<file path="src/rtl/pe_pkg.sv">
// Shared PE-array types and default geometry.
// Used by the PE array, its sequencer and their benches.
// Holds instruction/algorithm encodings and the sequencer state type.
package pe_pkg;

  localparam int PE_WIDTH   = 24;
  localparam int PE_NUM     = 4;
  localparam int PE_IN_NUM  = 3;
  localparam int PE_OUT_NUM = 2;
  localparam int PE_ADDR_W  = 8;
  localparam int PE_LATENCY = 3;

  typedef enum logic [4:0] {
    MADD    = 5'd0,
    MSUB    = 5'd1,
    MMUL    = 5'd2,
    NTT_BF  = 5'd3,
    INTT_BF = 5'd4
  } pe_instr_t;

  typedef enum logic [4:0] {
    KEM_512  = 5'd0,
    KEM_768  = 5'd1,
    KEM_1024 = 5'd2,
    DSA_44   = 5'd3,
    DSA_65   = 5'd4,
    DSA_87   = 5'd5
  } pe_alg_t;

  typedef enum logic [1:0] {
    S_IDLE,
    S_ISSUE,
    S_DRAIN,
    S_DONE
  } seq_state_t;

endpackage

</file>
<file path="src/rtl/pe_seq_pipe.sv">
// Beat-valid and write-address delay line for the PE sequencer.
// Latency: DEPTH cycles from vld_i/addr_i to the last stage; every stage is visible on vld_o.
// Backpressure: none, shifts every cycle; rst clears all stages synchronously.
// Ports: clk, rst, vld_i, addr_i in; vld_o (all stages, [0] = one cycle old), addr_o (last stage) out.
module pe_seq_pipe #(
  parameter int DEPTH  = 5,
  parameter int ADDR_W = 8
) (
  input  logic              clk,
  input  logic              rst,
  input  logic              vld_i,
  input  logic [ADDR_W-1:0] addr_i,
  output logic [DEPTH-1:0]  vld_o,
  output logic [ADDR_W-1:0] addr_o
);

  logic [DEPTH-1:0]             vld_q;
  logic [DEPTH-1:0][ADDR_W-1:0] addr_q;

  always_ff @(posedge clk) begin
    if (rst) begin
      vld_q  <= '0;
      addr_q <= '0;
    end else begin
      vld_q  <= {vld_q[DEPTH-2:0], vld_i};
      addr_q <= {addr_q[DEPTH-2:0], addr_i};
    end
  end

  assign vld_o  = vld_q;
  assign addr_o = addr_q[DEPTH-1];

endmodule

</file>
<file path="src/rtl/pe_array_seq.sv">
// PE array sequencer: one vector command -> N coefficient-memory reads, PE issue, N write-backs, done pulse.
// Latency: accept at T gives rd_en at T+1+k, wr_en at T+3+k+PE_LAT, done at T+3+N+PE_LAT.
// Backpressure: cmd_ready only in IDLE; memory and PE array are never stalled.
// Ports: cmd_* (command in), rd_* (read port), pe_* (PE array), wr_* (write port), busy/done status.
module pe_array_seq
  import pe_pkg::*;
#(
  parameter int WIDTH   = PE_WIDTH,
  parameter int NUM     = PE_NUM,
  parameter int IN_NUM  = PE_IN_NUM,
  parameter int OUT_NUM = PE_OUT_NUM,
  parameter int ADDR_W  = PE_ADDR_W,
  parameter int PE_LAT  = PE_LATENCY
) (
  input  logic                                  clk,
  input  logic                                  rst,
  input  logic                                  cmd_valid,
  output logic                                  cmd_ready,
  input  pe_instr_t                             cmd_instr,
  input  pe_alg_t                               cmd_alg,
  input  logic [ADDR_W-1:0]                     cmd_src_base,
  input  logic [ADDR_W-1:0]                     cmd_dst_base,
  input  logic [ADDR_W:0]                       cmd_beats,
  output logic                                  rd_en,
  output logic [ADDR_W-1:0]                     rd_addr,
  input  logic [NUM-1:0][IN_NUM-1:0][WIDTH-1:0]  rd_data,
  output pe_instr_t                             pe_instr,
  output pe_alg_t                               pe_alg,
  output logic [NUM-1:0][IN_NUM-1:0][WIDTH-1:0]  pe_data_in,
  input  logic [NUM-1:0][OUT_NUM-1:0][WIDTH-1:0] pe_data_out,
  output logic                                  wr_en,
  output logic [ADDR_W-1:0]                     wr_addr,
  output logic [NUM-1:0][OUT_NUM-1:0][WIDTH-1:0] wr_data,
  output logic                                  busy,
  output logic                                  done
);

  // Read issue -> data return (1) -> operand register (1) -> PE pipeline.
  localparam int            DEPTH     = 2 + PE_LAT;
  localparam logic [ADDR_W:0] MAX_BEATS = {1'b1, {ADDR_W{1'b0}}};
  localparam logic [ADDR_W:0] ONE       = {{ADDR_W{1'b0}}, 1'b1};

  seq_state_t                           state_q, state_d;
  pe_instr_t                            instr_q, instr_d;
  pe_alg_t                              alg_q, alg_d;
  logic [ADDR_W-1:0]                    src_q, src_d, dst_q, dst_d;
  logic [ADDR_W:0]                      beats_q, beats_d, cnt_q, cnt_d;
  logic [NUM-1:0][IN_NUM-1:0][WIDTH-1:0] opnd_q;
  logic                                 issue;
  logic [DEPTH-1:0]                     pipe_vld;
  logic [ADDR_W-1:0]                    pipe_addr;

  always_comb begin
    state_d = state_q;
    instr_d = instr_q;
    alg_d   = alg_q;
    src_d   = src_q;
    dst_d   = dst_q;
    beats_d = beats_q;
    cnt_d   = cnt_q;
    issue   = 1'b0;
    case (state_q)
      S_IDLE: begin
        if (cmd_valid) begin
          instr_d = cmd_instr;
          alg_d   = cmd_alg;
          src_d   = cmd_src_base;
          dst_d   = cmd_dst_base;
          cnt_d   = '0;
          beats_d = (cmd_beats > MAX_BEATS) ? MAX_BEATS : cmd_beats;
          state_d = (cmd_beats == '0) ? S_DONE : S_ISSUE;
        end
      end
      S_ISSUE: begin
        issue = 1'b1;
        cnt_d = cnt_q + ONE;
        if (cnt_q == beats_q - ONE) state_d = S_DRAIN;
      end
      S_DRAIN: begin
        // Reads have stopped, so a write with nothing behind it is the last one.
        if (pipe_vld[DEPTH-1] && !(|pipe_vld[DEPTH-2:0])) state_d = S_DONE;
      end
      S_DONE:  state_d = S_IDLE;
      default: state_d = S_IDLE;
    endcase
  end

  always_ff @(posedge clk) begin
    if (rst) begin
      state_q <= S_IDLE;
      instr_q <= MADD;
      alg_q   <= KEM_512;
      src_q   <= '0;
      dst_q   <= '0;
      beats_q <= '0;
      cnt_q   <= '0;
      opnd_q  <= '0;
    end else begin
      state_q <= state_d;
      instr_q <= instr_d;
      alg_q   <= alg_d;
      src_q   <= src_d;
      dst_q   <= dst_d;
      beats_q <= beats_d;
      cnt_q   <= cnt_d;
      // Stage 0 marks the cycle the memory returns a requested beat.
      if (pipe_vld[0]) opnd_q <= rd_data;
    end
  end

  pe_seq_pipe #(
    .DEPTH  (DEPTH),
    .ADDR_W (ADDR_W)
  ) u_pipe (
    .clk    (clk),
    .rst    (rst),
    .vld_i  (issue),
    .addr_i (dst_q + cnt_q[ADDR_W-1:0]),
    .vld_o  (pipe_vld),
    .addr_o (pipe_addr)
  );

  assign cmd_ready  = (state_q == S_IDLE);
  assign busy       = (state_q == S_ISSUE) || (state_q == S_DRAIN);
  assign done       = (state_q == S_DONE);
  assign rd_en      = issue;
  assign rd_addr    = src_q + cnt_q[ADDR_W-1:0];
  assign pe_instr   = instr_q;
  assign pe_alg     = alg_q;
  assign pe_data_in = opnd_q;
  assign wr_en      = pipe_vld[DEPTH-1];
  assign wr_addr    = pipe_addr;
  assign wr_data    = pe_data_out;

endmodule

</file>
<file path="config.mk">
export PLATFORM = sky130hd
export DESIGN_NAME = pe_array_seq
export DESIGN_NICKNAME = d
export VERILOG_FILES = /design/src/rtl/pe_pkg.sv /design/src/rtl/pe_seq_pipe.sv /design/src/rtl/pe_array_seq.sv
export SDC_FILE = /design/constraint.sdc
export NUM_CORES = 1
export LEC_CHECK = 0
export CAP_MARGIN = 10
export CORE_AREA = 3 3 394 396
export CTS_BUF_LIST = sky130_fd_sc_hd__clkbuf_16
export CTS_CLUSTER_DIAMETER = 150
export DETAILED_ROUTE_END_ITERATION = 8
export DIE_AREA = 0 0 397 399
export PLACE_DENSITY_LB_ADDON = 0.12
export SLEW_MARGIN = 40
export SYNTH_ARGS = -nofsm -noshare
export SYNTH_HDL_FRONTEND = slang
export SYNTH_SLANG_ARGS = --single-unit
</file>
<file path="constraint.sdc">
create_clock -name clk -period 2.5 [get_ports clk]
set_clock_uncertainty 0.05 [all_clocks]
set_input_delay 0.625 -clock clk [delete_from_list [all_inputs] [get_ports clk]]
set_output_delay 0.625 -clock clk [all_outputs]
set_load 0.02 [all_outputs]
</file>
; Word-level counts from Yosys, hierarchy flattened
; Cells that the tools add are included.
[word_totals]
in_bits = 518
out_inout_bits = 511
ff_bits = 379
[op_classes]
n_lt_le_gt_ge = 1
eq_ne = 7
muxes = 9
addsub = 4
reduce_logical = 10
[op_table]
columns = operator, n
row1 = 2-to-1 mux 9 bit, 2
row2 = case mux 9 bit (2 select lines), 1
row3 = adder 8 bit, 2
row4 = adder 9 x 1 -> 9 bit (second input constant), 1
row5 = == test 9 bit, 1
row6 = > comparator 9 bit (second input constant), 1
row7 = logical NOT 9 bit, 1
row8 = subtractor 9 x 1 -> 9 bit (second input constant), 1
row9 = 2-to-1 mux 2 bit, 4
row10 = case mux 2 bit (4 select lines), 1
row11 = inequality test 2 bit (second input constant), 3
row12 = == test 2 bit (second input constant), 2
row13 = AND reduction 2 bit, 2
row14 = OR reduction 4 bit, 1
row15 = AND reduction 3 bit, 1
row16 = == test 2 x 1 -> 1 bit (second input constant), 1
row17 = logical NOT 2 bit, 1
row18 = nonzero test 2 bit, 1
row19 = logical AND 1 bit, 1
row20 = logical NOT 1 bit, 1
row21 = logical OR 1 bit, 1
row22 = 2-to-1 mux 1 bit, 1

; Depth between registers and ports, before layout
; Gate-level depths: netlist of run 1.
[depth]
ltp_word = 5
depth_mapped = 9
mapped_depth_nobuf = 9

; By module
; Synthesis of run 1 repeated with hierarchy kept, for this count alone.
[unflattened]
cells_unflattened = 1553
area_unflattened_um2 = 15336.0
[by_module_without_submodules]
columns = mod, area_per_inst_um2, cells_per_inst, n_inst
row1 = pe_array_seq, 14073.5, 1451, 1
row2 = pe_seq_pipe, 1262.5, 102, 1

; Worst setup path before layout of run 1
; Ideal clock, no wire load.
[synth_path]
kind = register to register
start = reg beats_q[0]
end = reg state_q[0]
stages_incl_launch_ff = 9
period_less_slack_ns = 2.551
slack_ns = -0.051
t_arrival_ns = 2.406
path_cell_list = dfxtp_1 -> buf_6 -> inv_1 -> ha_1 -> nor2b_1 -> o311ai_0 -> or4bb_1 -> or4b_1 -> a221oi_1
[synth_between]
elab_chain_len = 4
[synth_lines]
columns = item, line
row1 = start: declaration, pe_array_seq.sv:47  ; logic [ADDR_W:0] beats_q, beats_d, cnt_q, cnt_d;
row2 = start signal: assignment, pe_array_seq.sv:104  ; beats_q <= beats_d;
row3 = subtractor 9 x 1 -> 9 bit, pe_array_seq.sv:77  ; if (cnt_q == beats_q - ONE) state_d = S_DRAIN;
row4 = == test 9 bit, pe_array_seq.sv:77
row5 = inequality test 2 bit (no source line), n/a
row6 = AND reduction 3 bit (no source line), n/a
row7 = end signal: assignment, pe_array_seq.sv:99  ; state_q <= state_d;
row8 = end: declaration, pe_array_seq.sv:43  ; seq_state_t state_q, state_d;
; No other way between the ends.
; A chain may end at the register's enable or synchronous reset.

; Worst setup path in the final report of run 1
[layout_path]
start = reg cnt_q[1]
end = out rd_addr[7]
[layout_between]
elab_chain_len = 1
[layout_lines]
columns = item, line
row1 = start: declaration, pe_array_seq.sv:47
row2 = start signal: assignment, pe_array_seq.sv:105  ; cnt_q <= cnt_d;
row3 = adder 8 bit, pe_array_seq.sv:127  ; assign rd_addr = src_q + cnt_q[ADDR_W-1:0];
row4 = end: declaration, pe_array_seq.sv:25  ; output logic [ADDR_W-1:0] rd_addr,
; No other way between the ends.

==> flow_summary_export.csv, run 1 <==
group,metric,value,unit
finish,final_util,16.5,%
yosys,synth_edf_count,0,
clock_network,clock_latency,0.62,ns
place,hpwl,51.1,mm
detailed_routing,drc,0,
global_routing,grt_max_degree,101,
finish,fin_area,0.0250,mm^2
yosys,synthCells,1564,
yosys,synth_cell_types,47,
run_status,violations,"setup timing",
finish,synthToLayoutAreaGrowth,63.2,%
place,detailedPlace.worstSlack,-0.494,ns
yosys,synth_area_leaders,"dfxtp_1 49%, mux2i_1 19%, buf_4 9.8%",
sta,hold_ws,0.343,ns
place,placed_area,0.0231,mm^2
detailed_routing,drt_iter0_markers,298,
clock_network,clk_path_buf_depth,3,
floorplan,die-area,0.158,mm^2
clock_network,cts_buffers,54,
worst_setup_path,arrival,2.31,ns
sta,hold_viol,0,
yosys,synth.net_count,2104,
floorplan,design.core.area,0.152,mm^2
finish,instances_no_fill,4124,
worst_setup_path,slowest_stage,"dfxtp_2",
power_and_ir_drop,powerDensity,816,mW/mm^2
detailed_routing,wl_per_cell,16.1,um
detailed_routing,vias_per_cell,2.96,
min_path,hp-class,"in2reg",
detailed_routing,wl,66.6,mm
run_status,outcome,"complete, but fails checks",
global_routing,antenna_found_initial,10,
worst_setup_path,crit_fanout,2,
clock_network,htree_levels,2,
finish,final_common_cell,"clkdlybuf4s50_1",
power_and_ir_drop,p_leak,8.71,nW
place,routabilityCongestion,0.737,
min_path,min_from,"rst",
min_path,hold_depth,2,
worst_setup_path,critPathRequiredTime,1.82,ns
global_routing,grt_pass1_wl,92.8,mm
worst_setup_path,crit_type,"reg2out",
yosys,ys_ff_latch,379,
finish,fin_nets,2585,
floorplan,die_w,397,um
yosys,netlist.area_leader.share,49.4,%
detailed_routing,ant_nets,0,
clock_network,cts_tree,"yes",
worst_setup_path,cp-start-kind,"flip-flop",
floorplan,die_h,399,um
clock_network,clkTransAtPathRegs,0.06,ns
min_path,hold_end,"u_pipe.vld_o[3]",
global_routing,first_global_vias,12900,
sta,maxSlewViolCount,0,
worst_setup_path,reg2reg_depth,7,
place,dpl.cell_count,4016,
clock_network,cts_hold_buf,0,
floorplan,num_rows,143,
sta,setup_viol,9,
power_and_ir_drop,finalPower,20.4,mW
flow_run,maxCapViolCount,0,
worst_setup_path,path_cells,"ha_4 -> a21o_1 -> a21oi_2 -> nor2b_1 -> o21a_1 -> o41ai_4 -> xnor2_1 -> buf_4",
power_and_ir_drop,max-vdd-ir-drop,0.000465,V
sta,timing.final.crit_share,120,%
worst_setup_path,r2r-start,"beats_q[0]",
sta,max_freq,334,MHz
sta,fin_crit,2.99,ns
worst_setup_path,cpPeakStageDelay,0.33,ns
finish,layout_common_cells,"624 x clkdlybuf4s50_1, 372 x dfxtp_1, 313 x nor2_1",
finish,layout-drive-gt1-share,8.91,%
detailed_routing,num_vias,12200,
yosys,synth_area_per_cell,9.81,um^2
global_routing,grt_usage,7.96,%
sta,final.setup.worst_slack,-0.490,ns
clock_network,cts_sinks,379,
worst_setup_path,path_delay_family,"compound AO/OA/AOI/OAI gates",
yosys,seq_area_frac_synth,49.4,%
global_routing,grt_overflow_total,0,
yosys,synth_largest_area_cell,"dfxtp_1",
worst_setup_path,path_buf_inv,1,
detailed_routing,first_pass_iters,4,
yosys,synth_ff_type,"dfxtp_1",
yosys,ys_warn_count,0,
sta,tightest_slew,0.570,ns
yosys,netlist_area,0.0153,mm^2
sta,relSlewSlack,62.0,%
place,io_buffer_count,644,
sta,fin_tns_setup,-2.01,ns
worst_setup_path,r2r_end,"state_q[1]",
worst_setup_path,r2r_setup_slack,-0.05,ns
clock_network,root_buffer,"clkbuf_16",
worst_setup_path,end_kind,"primary output",
floorplan,initial_core_util,10.1,%
floorplan,pin_count,1029,
sta,rsz0062_at_grt,"yes",
yosys,async_flop_share,0,%
## sequential cells by signal, indices dropped and copies added, names as in the netlist
signal         count
pe_alg             5
pe_data_in       288
u_pipe.addr_o      8
u_pipe.vld_o       5
dst_q              8
u_pipe.addr_q     32
cnt_q              9
src_q              8
beats_q            9
pe_instr           5
state_q            2
## logic make-up (layout without fill, tap and decap cells)
logic type,count (synthesis),in the layout,share of synthesized area (%)
AO/OA/AOI/OAI,82,82,3.22
XOR/XNOR,22,22,1.26
adder cells (fa/ha/maj),22,22,1.89
buffers and inverters,300,824,12.3
flip-flops,379,379,49.4
multiplexers,289,289,18.9
other,0,6,0
AND/OR/NAND/NOR,470,470,13.0
## cells in the mapped netlist, drive strengths merged, types with 2 or more instances
| cell type | count |
|---|---|
| or3 | 4 |
| clkbuf | 49 |
| or2 | 2 |
| nand3b | 4 |
| o21ai | 13 |
| xnor2 | 9 |
| ha | 20 |
| or4 | 3 |
| a22o | 4 |
| nand3 | 2 |
| buf | 235 |
| nor3 | 8 |
| nor4 | 4 |
| a21o | 4 |
| inv | 16 |
| fa | 2 |
| nor2 | 314 |
| o31ai | 3 |
| xor2 | 13 |
| nor3b | 3 |
| nand2b | 2 |
| mux2i | 289 |
| a211oi | 2 |
| nand2 | 67 |
| a221oi | 3 |
| a21oi | 42 |
| a21boi | 3 |
| dfxtp | 379 |
| nor2b | 45 |
| nand4 | 7 |
## metal layers
layer	track usage (%)	vias up	wire [um]
li1	-	5937	-
met1	8.62	5623	25300
met2	13.0	576	31500
met3	4.48	84	7930
met4	2.66	6	1830
met5	0	-	34
## repair_timing
item / 4_1_cts / 5_1_grt
pin swaps: 14 / 3
resized for setup: 79 / 10
gates cloned: 0 / 0
endpoints found under the setup margin: 20 / 10
buffers inserted: 2 / 1
## worst register-to-register path, cell delays in order (launching register included)
cell	delay [ns]
dfxtp_2	0.33
buf_6	0.11
or4_4	0.52
or4_1	0.40
nand4_1	0.12
nand4_1	0.10
or4b_4	0.57
a221oi_2	0.25
## cell type report
| class | count | area (um^2) |
|---|---|---|
| flip-flops and latches | 379 | 7600 |
| clock inverters | 44 | 400 |
| clock buffers | 55 | 1380 |
| diodes | 6 | 15.0 |
| multi-input cells | 885 | 6000 |
| inverters | 16 | 62.6 |
| repair buffers | 709 | 7040 |
| well taps | 2030 | 2540 |
| fillers | 16900 | 127000 |
## how the worst max path moves through the flow
stage / start / end / slack [ns] / cells past startpoint
floorplan: beats_q[0] / state_q[0] / 0.02 / 8
global placement: src_q[1] / rd_addr[7] / -0.50 / 8
detailed placement: src_q[1] / rd_addr[7] / -0.49 / 8
CTS: cnt_q[1] / rd_addr[7] / -0.71 / 8
global route: cnt_q[1] / rd_addr[7] / -0.67 / 8
finish: cnt_q[1] / rd_addr[7] / -0.49 / 8
## power by group
| group | internal, mW | switching (mW) | leakage (nW) |
|---|---|---|---|
| clock | 4.69 | 3.09 | 0.914 |
| sequential | 6.71 | 0.385 | 3.08 |
| combinational | 2.72 | 2.84 | 4.72 |
No activity file was read; power rests on OpenSTA's default activity.
==> inputs of run 2 (changes only) <==
--- a/config.mk
+++ b/config.mk
@@ -6,11 +6,12 @@
 export NUM_CORES = 1
 export LEC_CHECK = 0
 export CAP_MARGIN = 10
-export CORE_AREA = 3 3 394 396
+export CORE_AREA = 3 3 399 401
 export CTS_BUF_LIST = sky130_fd_sc_hd__clkbuf_16
 export CTS_CLUSTER_DIAMETER = 150
+export CTS_CLUSTER_SIZE = 40
 export DETAILED_ROUTE_END_ITERATION = 8
-export DIE_AREA = 0 0 397 399
+export DIE_AREA = 0 0 402 404
 export PLACE_DENSITY_LB_ADDON = 0.12
 export SLEW_MARGIN = 40
 export SYNTH_ARGS = -nofsm -noshare
==> run 2 against run 1 <==
The run still ends with setup timing left. Worst hold slack better by 0.011 ns. Global-route usage down 0.15 points. Power is 15% lower. Final cell count down 0.78%. Clock power down 38%. Sequential power is essentially flat. Critical endpoint unchanged. Highest routed layer unchanged.
==> flow_summary_export.csv, run 2 (synthesized netlist as in run 1, its figures left out) <==
group,metric,value,unit
detailed_routing,wl_per_cell,16.3,um
sta,tightest_slew,0.727,ns
detailed_routing,first_pass_iters,6,
floorplan,pin_count,1029,
sta,max_freq,323,MHz
finish,final_util,15.5,%
place,hpwl,52.0,mm
clock_network,htree_levels,1,
worst_setup_path,critPathRequiredTime,1.82,ns
sta,maxSlewViolCount,0,
clock_network,clock_latency,0.62,ns
sta,rsz0062_at_grt,"yes",
worst_setup_path,crit_fanout,2,
global_routing,antenna_found_initial,12,
global_routing,grt_overflow_total,0,
power_and_ir_drop,powerDensity,723,mW/mm^2
clock_network,cts_sinks,379,
sta,timing.final.crit_share,124,%
global_routing,grt_max_degree,95,
place,placed_area,0.0231,mm^2
detailed_routing,wl,66.9,mm
place,routabilityCongestion,0.755,
detailed_routing,drt_iter0_markers,427,
power_and_ir_drop,p_leak,8.22,nW
floorplan,design.core.area,0.156,mm^2
clock_network,cts_tree,"yes",
detailed_routing,drc,0,
floorplan,die_h,404,um
place,dpl.cell_count,4042,
sta,final.setup.worst_slack,-0.601,ns
finish,fill_cells,17500,
sta,hold_ws,0.354,ns
floorplan,die-area,0.162,mm^2
sta,relSlewSlack,51.5,%
clock_network,clk_path_buf_depth,3,
global_routing,first_global_vias,12400,
clock_network,cts_buffers,22,
run_status,violations,"setup timing",
sta,fin_crit,3.10,ns
finish,synthToLayoutAreaGrowth,57.2,%
place,io_buffer_count,644,
global_routing,grt_usage,7.81,%
finish,fin_area,0.0241,mm^2
sta,hold_viol,0,
power_and_ir_drop,max-vdd-ir-drop,0.000431,V
detailed_routing,num_vias,12000,
flow_run,maxCapViolCount,0,
floorplan,die_w,402,um
worst_setup_path,crit_type,"reg2out",
finish,largest_register_ffs,288,
worst_setup_path,cp-start-kind,"flip-flop",
finish,final_common_cell,"clkdlybuf4s50_1",
clock_network,clkTransAtPathRegs,0.12,ns
finish,fin_nets,2554,
sta,fin_tns_setup,-2.37,ns
floorplan,num_rows,145,
worst_setup_path,arrival,2.43,ns
detailed_routing,ant_nets,0,
finish,instances_no_fill,4092,
min_path,hp-class,"in2reg",
detailed_routing,vias_per_cell,2.93,
global_routing,grt_pass1_wl,93.7,mm
floorplan,initial_core_util,9.84,%
run_status,outcome,"complete, but fails checks",
finish,layout_common_cells,"618 x clkdlybuf4s50_1, 372 x dfxtp_1, 313 x nor2_1",
finish,layout-drive-gt1-share,7.54,%
worst_setup_path,end_kind,"primary output",
sta,setup_viol,7,
clock_network,root_buffer,"clkbuf_16",
run 2: cell count changes in the layout (fill, tap and decap cells not counted), moves of 5 or more:
cell | before | now
inv_1 | 26 | 11
clkinv_16 | 0 | 5
clkinv_2 | 8 | 1
buf_4 | 60 | 65
clkinv_1 | 8 | 0
clkdlybuf4s50_1 | 624 | 618
bufinv_16 | 7 | 1
clkbuf_16 | 55 | 23
dlygate4sd2_1 | 9 | 14
run 2: final timing paths:
kind / cells after the start / start / slack (ns) / end
max: 8 / src_q[1] / -0.60 / rd_addr[7]
min: 2 / rst / 0.35 / beats_q[3]
max reg2reg: 8 / beats_q[1] / 0.03 / state_q[0]
min reg2reg: 1 / u_pipe.addr_q[3] / 0.40 / u_pipe.addr_q[11]
run 2: critical path: stages (launching register included):
cell	delay, ns
dfxtp_2	0.35
ha_4	0.22
a21o_1	0.17
a21oi_2	0.16
nor2b_1	0.06
o21a_1	0.20
o41ai_2	0.30
xnor2_1	0.17
buf_4	0.17
run 2: layout make-up:
type | instances | area [um^2] | area share, %
diodes | 4 | 10.0 | 0.0415
clock buffers | 23 | 576 | 2.39
clock inverters | 17 | 302 | 1.25
inverters | 16 | 60.1 | 0.249
multi-input cells | 885 | 6020 | 24.9
flip-flops and latches | 379 | 7600 | 31.5
well taps | 2058 | 2570 | 10.7
repair buffers | 710 | 6990 | 29.0
run 2: repair_timing:
item | 4_1_cts | 5_1_grt
pin swaps | 9 | 12
hold buffers | 0 | 0
cloned | 0 | 0
setup buffers | 4 | 2
gates resized for setup | 82 | 17
endpoints found under the setup margin | 26 | 10
run 2: metrics by stage:
stage,setup WS [ns],power [mW]
6_report,-0.601,17.4
4_1_cts,-0.781,18.0
3_3_place_gp,-0.521,12.9
2_1_floorplan,0.0176,10.5
3_5_place_dp,-0.510,12.9
5_1_grt,-0.760,18.6
run 2: per-layer routing:
layer / routed length (um) / GRT usage, %
met4: 1450 / 1.79
met3: 7320 / 4.11
met1: 26000 / 8.65
met2: 32000 / 13.2
met5: 66 / 0
run 2: where the power goes:
group	total (mW)	switching (mW)	leakage, nW	internal (mW)
clock network	4.82	2.83	0.411	1.99
logic	5.55	2.86	4.73	2.69
registers	7.07	0.374	3.08	6.70
total	17.4	6.07	8.22	11.4
==> variant (settings of run 1) <==
Encoding of `seq_state_t`: now one-hot (4 bits for 4 states).
--- a/src/rtl/pe_pkg.sv
+++ b/src/rtl/pe_pkg.sv
@@ -28,9 +28,9 @@
   } pe_alg_t;
 
-  typedef enum logic [1:0] {
-    S_IDLE,
-    S_ISSUE,
-    S_DRAIN,
-    S_DONE
+  typedef enum logic [3:0] {
+    S_IDLE  = 4'b0001,
+    S_ISSUE = 4'b0010,
+    S_DRAIN = 4'b0100,
+    S_DONE  = 4'b1000
   } seq_state_t;
 
Check against the original RTL: same outputs for any inputs over 4 cycles, from zero or initial values and one cycle with rst high; so few cycles prove little.
==> variant against run 1 <==
  * The run still ends with setup timing left
  * Die area unchanged
  * Sequential cell count increased by 2
  * Worst setup slack got worse by 42 ps
  * Wire length increased by 0.71%
  * Final area decreased by 0.57%
  * Area after synthesis increased by 0.15%
  * Critical endpoint is now rd_addr[6]
  * Highest routed layer unchanged
Power is not compared: it rests on default switching activity, and its combinational part moved more than twofold at a synthesized area within 25%.
==> variant: results (changes against run 1) <==
share of cells above drive strength 1 8.50% (was 8.91%); fillers 16.9k (about the same); status complete, but fails checks (unchanged); mux contribution to synthesized area 19.0% (was 18.9%); pre-CTS setup slack -506 ps (was -494 ps); worst path arrival time 2360 ps (was 2310 ps); met2 wire length 33,300 um (was 31,500 um); largest net degree at the start of global routing 95 (was 101); nets@finish 2,578 (was 2,585); Mapped Nets 2,101 (was 2,104); hold endpoint u_pipe.addr_q[28] (was u_pipe.vld_o[3]); reg2reg setup slack 170 ps (was -50 ps); total number of vias 12.2k (about the same); Starting DRT DRC Count 340 (was 298); final setup violation count 7 (was 9); Post-synth top cells dfxtp_1 (381), nor2_1 (316), mux2i_1 (290) (was dfxtp_1 (379), nor2_1 (314), mux2i_1 (289)); xor/xnor cell area share of the yosys netlist 1.25% (was 1.26%); Final period util 121% (was 120%); M1 wire length 24,500 um (was 25,300 um); compound-gate portion of the synthesized area 2.82% (was 3.22%); failing checks setup timing (unchanged); R2R Path Start beats_q[1] (was beats_q[0]); wire per inst 16.3 um (was 16.1 um); Tightest Hold Check Type reg -> reg (was in -> reg); final worst slack -531 ps (was -490 ps); Hold Path Stages 1 (was 2); initial antenna violation count 11 (was 10); worst-margin pin slew 771 ps (was 570 ps)
==> variant: cell count changes in the layout (fill, tap and decap cells not counted), sizes merged, moves of 6 or more <==
cell	delta
clkinv	+12
nand4	-7
nand2	+6
inv	-10
nand3	+8
o21ai	-7
xnor2	+8
a21oi	+6
xor2	-8
==> variant: final cells by class <==
type	count	share of cell area, %
Sequential cell	381	30.7
Timing Repair Buffer	705	28.3
Multi-Input combinational cell	885	23.9
Tap cell	2030	10.2
Clock buffer	56	5.63
Clock inverter	42	1.01
Inverter	13	0.216
Antenna cell	8	0.0804
==> variant: logic make-up (layout without fill, tap and decap cells) <==
logic type	after synthesis	count (layout)
compound gates	73	73
flops	381	381
xor+xnor	22	22
other cells	0	8
buf+inv	299	816
mux	292	292
fa+ha+maj	18	18
simple gates	480	480
==> variant: timing repair <==
| action | 4_1_cts | 5_1_grt |
|---|---|---|
| pin swaps | 7 | 9 |
| buffers inserted | 1 | 2 |
| hold buffers | 0 | 0 |
| endpoints found under the setup margin | 21 | 11 |
| resized for setup | 81 | 13 |
==> variant: stage by stage <==
| stage | std cells | total power, mW |
|---|---|---|
| after global routing | 4115 | 15.9 |
| after floorplan | 1565 | 7.40 |
| after global placement | 4011 | 7.94 |
| final | 4120 | 15.1 |
| after detailed placement | 4011 | 7.94 |
| after CTS | 4110 | 15.6 |
==> variant: how the worst max path moves through the flow <==
stage / slack (ps) / cells past startpoint / start / to
floorplan: 3 / 9 / cnt_q[0] / rd_addr[6]
global placement: -580 / 10 / src_q[0] / rd_addr[6]
detailed placement: -510 / 10 / cnt_q[0] / rd_addr[6]
CTS: -620 / 10 / src_q[0] / rd_addr[6]
global route: -700 / 10 / src_q[0] / rd_addr[6]
finish: -530 / 10 / src_q[0] / rd_addr[6]
==> variant: power groups by stage <==
stage               clock [mW]  combinational, mW  sequential, mW
global route              7.98               1.63            6.29
global placement             0               1.54            6.40
detailed placement           0               1.54            6.40
CTS                       7.79               1.55            6.27
floorplan                    0              0.917            6.48
finish                    7.33               1.50            6.27
==> variant: critical path, cell delays in order, from the launching register on <==
cell	delay [ps]
dfxtp_2	350
ha_4	140
inv_2	40
fa_2	350
nor2b_2	130
o21ai_2	80
a21oi_2	160
o21a_1	140
nor2_2	50
xnor2_2	160
buf_6	140
==> variant: metal layers <==
metal | track usage (%) | vias up
li1 | - | 5914
met1 | 8.29 | 5644
met2 | 13.8 | 509
met3 | 4.09 | 125
met4 | 3.08 | 8
met5 | 0 | -
